`config.mk`:
```
export PLATFORM = sky130hd
export DESIGN_NAME = mul_div_unit
export DESIGN_NICKNAME = d
export VERILOG_FILES = /design/src/rtl/mul_div_unit.sv
export SDC_FILE = /design/constraint.sdc
export NUM_CORES = 1
export LEC_CHECK = 0
export BUFFER_PORTS_ARGS = -buffer_cell sky130_fd_sc_hd__buf_2
export CORE_ASPECT_RATIO = 1.4
export CORE_MARGIN = 2
export CORE_UTILIZATION = 25
export DETAILED_ROUTE_END_ITERATION = 8
export GPL_TIMING_DRIVEN = 1
export PLACE_DENSITY_LB_ADDON = 0.3
export SLEW_MARGIN = 20
export SYNTH_ARGS = -nofsm -noshare
export SYNTH_HDL_FRONTEND = slang
export SYNTH_SLANG_ARGS = --single-unit
```
`constraint.sdc`:
```
create_clock -name Clock -period 5.8 [get_ports Clock]
set_input_delay 0.58 -clock Clock [delete_from_list [all_inputs] [get_ports Clock]]
set_output_delay 0.58 -clock Clock [all_outputs]
set_load 0.1 [all_outputs]
```
`src/rtl/mul_div_unit.sv`:
```
// Iterative HI/LO multiply/divide unit: radix-2 shift-add multiply and restoring
// divide on operand magnitudes, with the sign correction applied in a final FIX cycle.
module mul_div_unit #(
    parameter int WIDTH = 32
) (
    input  logic             Clock,
    input  logic             Reset,
    input  logic             Start,
    input  logic [2:0]       Op,
    input  logic [WIDTH-1:0] A,
    input  logic [WIDTH-1:0] B,
    output logic             Busy,
    output logic             Done,
    output logic [WIDTH-1:0] HI,
    output logic [WIDTH-1:0] LO
);

    localparam int CW = $clog2(WIDTH + 1);
    localparam int PW = 2 * WIDTH;

    typedef enum logic [1:0] {S_IDLE, S_RUN, S_FIX} state_t;

    state_t           state_q, state_d;
    logic [CW-1:0]    cnt_q, cnt_d;
    logic             sgn_q, sgn_d;
    logic             div_q, div_d;
    logic             aneg_q, aneg_d;
    logic             bneg_q, bneg_d;
    logic             bz_q, bz_d;
    logic [WIDTH-1:0] a_q, a_d;
    logic [WIDTH-1:0] b_q, b_d;
    logic [WIDTH-1:0] hw_q, hw_d;
    logic [WIDTH-1:0] lw_q, lw_d;
    logic [WIDTH-1:0] hi_q, hi_d;
    logic [WIDTH-1:0] lo_q, lo_d;
    logic             done_q, done_d;

    logic [WIDTH-1:0] a_mag, b_mag;
    logic [WIDTH:0]   mul_sum, div_sh;
    logic [WIDTH-1:0] mul_hi, mul_lo, div_hi, div_lo;
    logic [PW-1:0]    prod, prod_fix;
    logic [WIDTH-1:0] quo_fix, rem_fix;

    assign a_mag = (Op[0] && A[WIDTH-1]) ? (~A + WIDTH'(1)) : A;
    assign b_mag = (Op[0] && B[WIDTH-1]) ? (~B + WIDTH'(1)) : B;

    // Working pair {hw,lw}: product accumulator / {remainder, shifting dividend->quotient}.
    assign mul_sum = {1'b0, hw_q} + (lw_q[0] ? {1'b0, b_q} : {(WIDTH+1){1'b0}});
    assign mul_hi  = mul_sum[WIDTH:1];
    assign mul_lo  = {mul_sum[0], lw_q[WIDTH-1:1]};

    assign div_sh  = {hw_q, lw_q[WIDTH-1]};
    always_comb begin
        div_hi = div_sh[WIDTH-1:0];
        div_lo = {lw_q[WIDTH-2:0], 1'b0};
        if (div_sh >= {1'b0, b_q}) begin
            div_hi = WIDTH'(div_sh - {1'b0, b_q});
            div_lo = {lw_q[WIDTH-2:0], 1'b1};
        end
    end

    assign prod     = {hw_q, lw_q};
    assign prod_fix = (sgn_q && (aneg_q ^ bneg_q)) ? (~prod + PW'(1)) : prod;
    assign quo_fix  = (sgn_q && (aneg_q ^ bneg_q)) ? (~lw_q + WIDTH'(1)) : lw_q;
    assign rem_fix  = (sgn_q && aneg_q) ? (~hw_q + WIDTH'(1)) : hw_q;

    always_comb begin
        state_d = state_q;
        cnt_d   = cnt_q;
        sgn_d   = sgn_q;
        div_d   = div_q;
        aneg_d  = aneg_q;
        bneg_d  = bneg_q;
        bz_d    = bz_q;
        a_d     = a_q;
        b_d     = b_q;
        hw_d    = hw_q;
        lw_d    = lw_q;
        hi_d    = hi_q;
        lo_d    = lo_q;
        done_d  = 1'b0;
        case (state_q)
            S_IDLE: begin
                if (Start) begin
                    if (!Op[2]) begin
                        state_d = S_RUN;
                        cnt_d   = CW'(WIDTH);
                        sgn_d   = Op[0];
                        div_d   = Op[1];
                        aneg_d  = Op[0] & A[WIDTH-1];
                        bneg_d  = Op[0] & B[WIDTH-1];
                        bz_d    = (B == '0);
                        a_d     = A;
                        b_d     = b_mag;
                        hw_d    = '0;
                        lw_d    = a_mag;
                    end else if (Op == 3'd4) begin
                        hi_d = A;
                    end else if (Op == 3'd5) begin
                        lo_d = A;
                    end
                end
            end
            S_RUN: begin
                hw_d  = div_q ? div_hi : mul_hi;
                lw_d  = div_q ? div_lo : mul_lo;
                cnt_d = cnt_q - CW'(1);
                if (cnt_q == CW'(1)) state_d = S_FIX;
            end
            S_FIX: begin
                done_d  = 1'b1;
                state_d = S_IDLE;
                if (!div_q) begin
                    {hi_d, lo_d} = prod_fix;
                end else if (bz_q) begin
                    // Divide by zero returns the raw dividend, never sign-adjusted.
                    hi_d = a_q;
                    lo_d = '1;
                end else begin
                    hi_d = rem_fix;
                    lo_d = quo_fix;
                end
            end
            default: state_d = S_IDLE;
        endcase
    end

    always_ff @(posedge Clock or posedge Reset) begin
        if (Reset) begin
            state_q <= S_IDLE;
            cnt_q   <= '0;
            sgn_q   <= 1'b0;
            div_q   <= 1'b0;
            aneg_q  <= 1'b0;
            bneg_q  <= 1'b0;
            bz_q    <= 1'b0;
            a_q     <= '0;
            b_q     <= '0;
            hw_q    <= '0;
            lw_q    <= '0;
            hi_q    <= '0;
            lo_q    <= '0;
            done_q  <= 1'b0;
        end else begin
            state_q <= state_d;
            cnt_q   <= cnt_d;
            sgn_q   <= sgn_d;
            div_q   <= div_d;
            aneg_q  <= aneg_d;
            bneg_q  <= bneg_d;
            bz_q    <= bz_d;
            a_q     <= a_d;
            b_q     <= b_d;
            hw_q    <= hw_d;
            lw_q    <= lw_d;
            hi_q    <= hi_d;
            lo_q    <= lo_d;
            done_q  <= done_d;
        end
    end

    assign Busy = (state_q != S_IDLE);
    assign Done = done_q;
    assign HI   = hi_q;
    assign LO   = lo_q;

endmodule

```
# Yosys cells after proc, flatten, opt, wreduce, memory -nomap -nowiden
# Cells that the tools add are included.
[totals]
ff_bits = 206
out_inout_bits = 66
elab_cells = 95
[classes]
n_addsub = 8
n_lt_le_gt_ge = 1
eq_ne = 12
mux = 37
bitwise_logic = 9
reduce_logical = 14
[op_table]
columns = ["operator", "count"]
rows = [
  ["32-bit two-way mux", 23],
  ["32-bit one-hot mux with 2 select lines", 4],
  ["32-bit by 1-bit adder with 32-bit output (second input constant)", 4],
  ["32-bit NOT", 4],
  ["64-bit by 1-bit adder with 64-bit output (second input constant)", 1],
  ["64-bit two-way mux", 1],
  ["64-bit NOT", 1],
  ["32-bit by 32-bit adder with 33-bit output", 1],
  ["33-bit by 32-bit greater-or-equal comparator with 1-bit output", 1],
  ["32-bit zero test", 1],
  ["32-bit subtractor", 1],
  ["2-bit inequality test (second input constant)", 7],
  ["6-bit two-way mux", 2],
  ["6-bit one-hot mux with 2 select lines", 1],
  ["3-bit AND reduction", 3],
  ["3-bit == test (second input constant)", 2],
  ["6-bit by 1-bit == test with 1-bit output (second input constant)", 1],
  ["2-bit two-way mux", 3],
  ["2-bit nonzero test", 3],
  ["6-bit by 1-bit subtractor with 6-bit output (second input constant)", 1],
  ["5-bit AND reduction", 1],
  ["1-bit logical AND", 4],
  ["2-bit one-hot mux with 2 select lines", 1],
  ["4-bit AND reduction", 1],
  ["7 further kinds", 9],
]

# Longest topological paths before layout
# Gate-level depths: netlist of the first run.
[depth]
ltp_word = 6
mapped_depth = 15
depth_no_buf = 13

# Least setup slack after synthesis of the first run
# No wires, ideal clock.
[synth_timing]
path_kind = "flip-flop to flip-flop"
startpoint = "reg hw_q[4]"
endpoint = "reg hw_q[9]"
setup_ns = 0.126
t_arrival_ns = 3.039
required_ns = 5.674
slack_ns = 2.635
stages_incl_launch_ff = 13
n_path_buf = 3
synth_period_minus_slack_ns = 3.165
path_cell_list = "dfrtp_1 -> ha_1 -> clkbuf_1 -> a221o_1 -> o31ai_2 -> o211a_1 -> o211ai_1 -> and3_1 -> clkbuf_1 -> or2_1 -> buf_2 -> mux2_1 -> a221o_1"
[synth_between]
elab_chain_len = 4
[synth_lines]
columns = ["element", "line", "source"]
rows = [
  ["from (decl)", "32", "logic [WIDTH-1:0] hw_q, hw_d;"],
  ["from (signal assigned)", "154", "hw_q <= hw_d;"],
  ["32-bit subtractor / 33-bit by 32-bit greater-or-equal comparator with 1-bit output (equally long branches)", "57, 56", ""],
  ["32-bit two-way mux", "56", "if (div_sh >= {1'b0, b_q}) begin"],
  ["32-bit two-way mux (*)", "105", "hw_d = div_q ? div_hi : mul_hi;"],
  ["32-bit one-hot mux with 2 select lines (*)", "82", "case (state_q)"],
]
# Mark *: on every way between the ends. The rest lies on a longest branch, timed or not.
# A chain may end at the register's enable or synchronous reset.

# Final worst setup path of the first run
[layout_timing]
startpoint = "reg hw_q[29]"
endpoint = "reg hw_q[9]"
[layout_between]
elab_chain_len = 4
[layout_lines]
columns = ["element", "line"]
rows = [
  ["33-bit by 32-bit greater-or-equal comparator with 1-bit output", "56"],
  ["32-bit two-way mux", "56"],
  ["32-bit two-way mux", "105"],
  ["32-bit one-hot mux with 2 select lines", "82"],
]
# No other way between the ends.

==> insert_results.sql, run 1 <==
INSERT INTO impl_metrics (metric_group, metric, value, unit) VALUES
('synthesis', 'synthMostInstantiatedCell', 'sky130_fd_sc_hd__nand2_1', ''),
('critical_path', 'critical-path-max-stage-delay', '830', 'ps'),
('critical_path', 'crit_top_cell', 'sky130_fd_sc_hd__nand2_1', ''),
('synthesis', 'post_synth.cell_area_avg', '7.75', 'um2'),
('clocking', 'cts-hold-fix-buffers', '0', ''),
('critical_path', 'critical_path.startpoint_type', 'flip-flop', ''),
('grt', 'grt_pass1_wl', '96800', 'um'),
('synthesis', 'postSynthCellCount', '2135', ''),
('timing', 'slew_viol_final', '0', ''),
('synthesis', 'synthArstFlopShare', '1.00', ''),
('critical_path', 'endpoint_kind', 'flip-flop', ''),
('timing', 'unrepaired_setup_endpoints_after_global_routing', 'no', ''),
('clocking', 'cts_sinks', '206', ''),
('critical_path', 'path_max_fanout', '16', ''),
('detailed_routing', 'detail_route.drc_violations', '18', ''),
('clocking', 'htree_num_levels', '1', ''),
('detailed_routing', 'drt.antenna.violating_nets', '0', ''),
('floorplan', 'placeableCoreArea', '65600', 'um2'),
('critical_path', 'crit_family', 'simple AND/OR/NAND/NOR gates', ''),
('placed_design', 'placer_congestion', '0.877', ''),
('finish', 'syn_to_final_growth', '13.4', '%'),
('grt', 'grt.total_usage', '0.180', ''),
('power', 'power.ir.vdd_worst', '0.209', 'mV'),
('power', 'power.density_cell_area', '699', 'nW/um2'),
('floorplan', 'rows', '111', ''),
('synthesis', 'synth_area_leaders', 'sky130_fd_sc_hd__dfrtp_1 (31%), sky130_fd_sc_hd__o21ai_0 (7.4%), sky130_fd_sc_hd__nand2_1 (7.3%), sky130_fd_sc_hd__xor2_1 (5.7%), sky130_fd_sc_hd__ha_1 (5.3%)', ''),
('critical_path', 'worst_path_max_delay_cell', 'sky130_fd_sc_hd__nor4_1', ''),
('clocking', 'clock_insertion_delay_worst_skew', '560', 'ps'),
('grt', 'grt.overflow.total', '0', ''),
('critical_path', 'worst-endpoint-required', '6250', 'ps'),
('critical_path', 'worst_ep_arrival_time', '4700', 'ps'),
('floorplan', 'fp.dieArea', '68300', 'um2'),
('status', 'violations', 'DRC', ''),
('detailed_routing', 'drt_pre_antenna_iters', '9', ''),
('timing', 'final-hold-violation-count', '0', ''),
('synthesis', 'syn_area', '16600', 'um2'),
('detailed_routing', 'wirelength', '62900', 'um'),
('status', 'result_of_the_run', 'finished with violations', ''),
('placed_design', 'dp_hpwl', '47900', 'um'),
('grt', 'first_global_vias', '16000', ''),
('clocking', 'cell_at_the_root_of_the_clock_tree', 'sky130_fd_sc_hd__clkbuf_16', ''),
('synthesis', 'postSynthNetCount', '2277', ''),
('clocking', 'cts-resized-gates', '0', ''),
('detailed_routing', 'routed-via-count', '16100', ''),
('synthesis', 'yosysSeqAreaShare', '0.311', ''),
('power', 'cellLeakagePower', '0.00796', 'uW'),
('timing', 'fin_skew', '23.3', 'ps'),
('detailed_routing', 'wl_per_cell', '20.7', 'um'),
('synthesis', 'library_cell_occupying_the_most_area_in_the_post_synthesis_netlist', 'sky130_fd_sc_hd__dfrtp_1', ''),
('timing', 'min_period_over_period', '0.732', ''),
('timing', 'setup_viol', '0', ''),
('clocking', 'cts-buffers-inserted', '25', ''),
('timing', 'setup-tns-final', '0', 'ps'),
('critical_path', 'buf_inv_on_cp', '1', ''),
('grt', 'grt_max_degree', '103', ''),
('timing', 'tightest_slew', '1140', 'ps'),
('finish', 'antenna_diode_count', '0', ''),
('synthesis', 'synth_top_cells_by_count', 'sky130_fd_sc_hd__nand2_1 (324), sky130_fd_sc_hd__o21ai_0 (246), sky130_fd_sc_hd__dfrtp_1 (206)', ''),
('detailed_routing', 'viasPerCell', '5.28', ''),
('floorplan', 'die_x', '221', 'um'),
('placed_design', 'io_buffer_count', '135', ''),
('synthesis', 'synth_top_area_frac', '0.311', ''),
('clocking', 'clk_transition_reported_paths', '70', 'ps'),
('detailed_routing', 'drt_iter0_drc', '1244', ''),
('timing', 'period_needed', '4250', 'ps'),
('floorplan', 'io_pins', '136', ''),
('finish', 'utilization', '0.286', ''),
('finish', 'finish.net_count', '2320', ''),
('floorplan', 'starting_utilization_of_the_core_area', '0.252', ''),
('synthesis', 'synth_warnings', '0', ''),
('synthesis', 'synth_cell_types', '74', '');
layout make-up:
class                      count  area [um2]
fill                        7129       46800
multi-input combinational   1714       10600
sequential                   206        5160
tap                          847        1060
timing repair buffer         163         898
clock buffer                  37         741
inverter                      68         259
clock inverter                 6        61.3
through the flow:
stage	worst slack [ps]	hold WS, ps	power (uW)	area [um2]	std cells
after floorplan	2550	440	9200	16600	2135
after CTS	1500	230	13100	18800	3041
final	1550	212	13100	18800	3041
after detailed placement	1490	464	11500	18000	2998
after global routing	1470	257	14100	18800	3041
after global placement	1500	455	11400	18000	2998
cell usage in the layout, fill, tap and decap left out, types with 19 or more instances in the layout:
master and instances:
sky130_fd_sc_hd__ha_1 70, sky130_fd_sc_hd__dfrtp_1 205, sky130_fd_sc_hd__o22ai_1 36, sky130_fd_sc_hd__nor3_1 38, sky130_fd_sc_hd__xnor2_1 66, sky130_fd_sc_hd__nand3_1 30, sky130_fd_sc_hd__and3_1 22, sky130_fd_sc_hd__o211ai_1 46
sky130_fd_sc_hd__nand2b_1 20, sky130_fd_sc_hd__o31ai_1 29, sky130_fd_sc_hd__nand4_1 19, sky130_fd_sc_hd__clkbuf_16 25, sky130_fd_sc_hd__buf_4 27, sky130_fd_sc_hd__mux2i_1 53, sky130_fd_sc_hd__inv_1 66, sky130_fd_sc_hd__nor2_1 164
sky130_fd_sc_hd__buf_2 135, sky130_fd_sc_hd__o21ai_0 246, sky130_fd_sc_hd__xor2_1 107, sky130_fd_sc_hd__or3_1 27, sky130_fd_sc_hd__a21oi_1 139, sky130_fd_sc_hd__a22oi_1 22, sky130_fd_sc_hd__nand2_1 324, sky130_fd_sc_hd__a21o_1 23
power by group:
| part | total (uW) | internal, uW | switching (uW) |
|---|---|---|---|
| combinational | 8490 | 2820 | 5680 |
| sequential | 3030 | 2100 | 929 |
| clock | 1600 | 922 | 674 |
| total | 13100 | 5840 | 7280 |
flip-flops by register name, indices dropped and copies added, names as in the netlist:
signal	cells
lw_q	32
sgn_q	1
LO	32
bz_q	1
div_q	1
HI	32
hw_q	32
cnt_q	6
bneg_q	1
b_q	32
a_q	32
aneg_q	1
state_q	2
Done	1
worst paths after layout:
kind,slack [ps],depth (start not counted),endpoint,startpoint
max,1550,11,hw_q[9],hw_q[29]
min,210,2,LO[0],Reset
max reg2reg,1550,11,hw_q[9],hw_q[29]
min reg2reg,470,2,LO[9],LO[9]
max in group asynchronous,4100,3,hw_q[28],Reset
min in group Clock,260,2,bz_q,B[31]
routing by layer:
| metal | routed length, um | GRT usage |
|---|---|---|
| met4 | 1910 | 0.0592 |
| met2 | 32300 | 0.333 |
| met5 | 13 | 0 |
| met1 | 25900 | 0.215 |
| met3 | 2800 | 0.0206 |
kinds of logic (layout without fill, tap and decap cells):
logic type | count (synthesis) | in the layout | synth area share
AOI/OAI and AO/OA | 682 | 682 | 0.255
xor gates and xnor gates | 173 | 173 | 0.0915
adders and majority gates | 72 | 72 | 0.0553
buffers and inverters | 215 | 274 | 0.0497
DFF | 206 | 206 | 0.311
muxes | 57 | 57 | 0.0348
and+or+nand+nor | 730 | 730 | 0.202
(Power assumes the default switching activity.)
==> run 2: changes to the inputs <==
- clock period: 5.8 -> 4.1 ns (I/O delays scaled with it)
==> run 2 against run 1 <==
Effect of this change:
- the flow still finishes with violations (DRC)
- register-to-register slack lost 1100 ps
- critical endpoint is now hw_q[24]
- critical path type unchanged
- worst hold slack lost 130 ps
- total power grew 45%
- global-route usage shrank 0.085 points
- sequential power grew 36%
- routed wire length shrank 0.95%
- design area grew 1.8%
- final cell count grew 1.1%
- highest routed layer is now met4
- utilization grew 0.53 points
- clock skew shrank 10 ps
==> insert_results.sql, run 2 (same netlist as run 1, synthesis figures left out) <==
INSERT INTO impl_metrics (metric_group, metric, value, unit) VALUES
('status', 'result_of_the_run', 'finished with violations', ''),
('status', 'violations', 'DRC', ''),
('floorplan', 'fp.dieArea', '68300', 'um2'),
('clocking', 'clk_transition_reported_paths', '60', 'ps'),
('floorplan', 'die_height', '308', 'um'),
('clocking', 'cts-buffers-inserted', '25', ''),
('finish', 'finish.net_count', '2349', ''),
('timing', 'min_period_over_period', '0.901', ''),
('finish', 'antenna_diode_count', '0', ''),
('timing', 'setup-tns-final', '0', 'ps'),
('critical_path', 'path_max_fanout', '25', ''),
('detailed_routing', 'wirelength', '62300', 'um'),
('critical_path', 'critical_path.startpoint_type', 'flip-flop', ''),
('timing', 'tightest_slew', '1010', 'ps'),
('critical_path', 'worst_path_max_delay_cell', 'sky130_fd_sc_hd__o31ai_1', ''),
('finish', 'layoutNonFillerInstCount', '3073', ''),
('floorplan', 'starting_utilization_of_the_core_area', '0.252', ''),
('finish', 'layout_cells_sized_above_1', '0.119', ''),
('clocking', 'cell_at_the_root_of_the_clock_tree', 'sky130_fd_sc_hd__clkbuf_16', ''),
('detailed_routing', 'drt_iter0_drc', '1297', ''),
('clocking', 'cts-hold-fix-buffers', '0', ''),
('floorplan', 'io_pins', '136', ''),
('critical_path', 'critical-path-max-stage-delay', '640', 'ps'),
('worst_hold_path', 'worst_hold_path_class', 'primary input to flip-flop', ''),
('power', 'power.density_cell_area', '994', 'nW/um2'),
('power', 'cellLeakagePower', '0.00817', 'uW'),
('finish', 'num-fill-cells', '7129', ''),
('grt', 'antenna_violations_before_repair', '1', ''),
('placed_design', 'io_buffer_count', '135', ''),
('timing', 'slew_viol_final', '0', ''),
('clocking', 'cts.path.max_buffers', '3', ''),
('timing', 'setup_ws', '406', 'ps'),
('clocking', 'post-cts-setup-buffer-count', '0', ''),
('floorplan', 'die_x', '221', 'um'),
('timing', 'period_needed', '3690', 'ps'),
('detailed_routing', 'viasPerCell', '5.26', ''),
('clocking', 'cts-resized-gates', '0', ''),
('grt', 'grt_max_degree', '83', ''),
('timing', 'final-hold-violation-count', '0', ''),
('grt', 'grt.total_usage', '0.179', ''),
('timing', 'timing.fmax', '271', 'MHz'),
('placed_design', 'dp_slack', '384', 'ps'),
('floorplan', 'placeableCoreArea', '65600', 'um2'),
('critical_path', 'worst_ep_arrival_time', '4100', 'ps'),
('grt', 'first_global_vias', '16000', ''),
('detailed_routing', 'drt.antenna.violating_nets', '0', ''),
('detailed_routing', 'detail_route.drc_violations', '18', ''),
('timing', 'unrepaired_setup_endpoints_after_global_routing', 'no', ''),
('job', 'maxCapViolations', '0', ''),
('clocking', 'cts_sinks', '206', ''),
('clocking', 'clock_insertion_delay_worst_skew', '560', 'ps'),
('placed_design', 'placer_congestion', '0.920', ''),
('power', 'power.ir.vdd_worst', '0.296', 'mV'),
('detailed_routing', 'routed-via-count', '16200', ''),
('critical_path', 'worst-endpoint-required', '4510', 'ps'),
('finish', 'final_common_cell', 'sky130_fd_sc_hd__nand2_1', ''),
('power', 'total_power', '19000', 'uW'),
('critical_path', 'timing_worst_setup_path_type', 'flip-flop to flip-flop', ''),
('detailed_routing', 'wl_per_cell', '20.3', 'um'),
('clocking', 'clock_tree_from_tritoncts', 'done', ''),
('placed_design', 'dp_cells', '3025', ''),
('placed_design', 'dp_hpwl', '47700', 'um'),
('grt', 'grt_pass1_wl', '96600', 'um'),
('finish', 'top_library_cells_by_usage_in_the_layout_fill_and_taps_aside', 'sky130_fd_sc_hd__nand2_1 (324), sky130_fd_sc_hd__o21ai_0 (246), sky130_fd_sc_hd__dfrtp_1 (205), sky130_fd_sc_hd__nor2_1 (165), sky130_fd_sc_hd__a21oi_1 (139)', ''),
('timing', 'fin_skew', '13.1', 'ps'),
('clocking', 'htree_num_levels', '1', ''),
('timing', 'setup_viol', '0', ''),
('floorplan', 'rows', '111', ''),
('grt', 'grt.overflow.total', '0', ''),
('critical_path', 'critical_path.cell_chain', 'inv_1 -> buf_4 -> nor2_1 -> ha_1 -> a21oi_1 -> o21ai_0 -> o311a_1 -> o31ai_1 -> o21ai_0 -> xnor2_1 -> a22oi_1 -> o21ai_0', ''),
('critical_path', 'endpoint_kind', 'flip-flop', ''),
('critical_path', 'crit_top_cell', 'sky130_fd_sc_hd__o21ai_0', ''),
('timing', 'timing.max_slew.rel_slack', '0.323', ''),
('finish', 'syn_to_final_growth', '15.5', '%'),
('detailed_routing', 'drt_pre_antenna_iters', '7', '');
-- run 2: area by class of cell --
class | count | area, um2 | share of cell area
Clock buffer | 34 | 709 | 0.0371
Tap cell | 847 | 1060 | 0.0555
Sequential cell | 206 | 5160 | 0.270
Timing Repair Buffer | 192 | 1140 | 0.0598
Inverter | 68 | 259 | 0.0136
Multi-Input combinational cell | 1714 | 10600 | 0.554
Clock inverter | 12 | 195 | 0.0102
-- run 2: metrics by stage --
step	hold slack (ps)	util	cell area, um2
floorplan	440	-	16600
global placement	453	0.277	18200
detailed placement	462	0.277	18200
CTS	67.9	0.291	19100
global route	87.5	0.292	19100
finish	84.4	0.292	19100
-- run 2: report_power, final --
group          switching, uW  total (uW)  internal (uW)  leakage [uW]
Combinational           8240       12400           4140       0.00517
Sequential              1140        4120           2980       0.00255
Clock                    966        2490           1530      0.000444
-- run 2: routing by layer --
layer	up-vias	GRT usage	wire length, um
met2	502	0.324	31400
met3	105	0.0198	2780
met4	0	0.0575	1950
met5	-	0	0
li1	7786	-	-
met1	7775	0.221	26200
-- run 2: final timing paths --
path                       cells after the start  slack (ps)  endpoint     from
setup reg to reg                              12         410  hw_q[24]  lw_q[0]
hold reg to reg                                2         470    LO[16]   LO[16]
max in group asynchronous                      5        2660   a_q[25]    Reset
hold / removal                                 2          80      bz_q    B[31]
min in group asynchronous                      3         390     LO[4]    Reset
setup / recovery                              12         410  hw_q[24]  lw_q[0]
-- run 2: critical path, delay by kind of cell, from the launching register on --
| family | cells | cell delay (ps) |
|---|---|---|
| AOI/OAI and AO/OA | 7 | 1890 |
| adders and majority gates | 1 | 350 |
| DFF | 1 | 460 |
| xor gates and xnor gates | 1 | 160 |
| and+or+nand+nor | 1 | 80 |
| buffers and inverters | 2 | 600 |
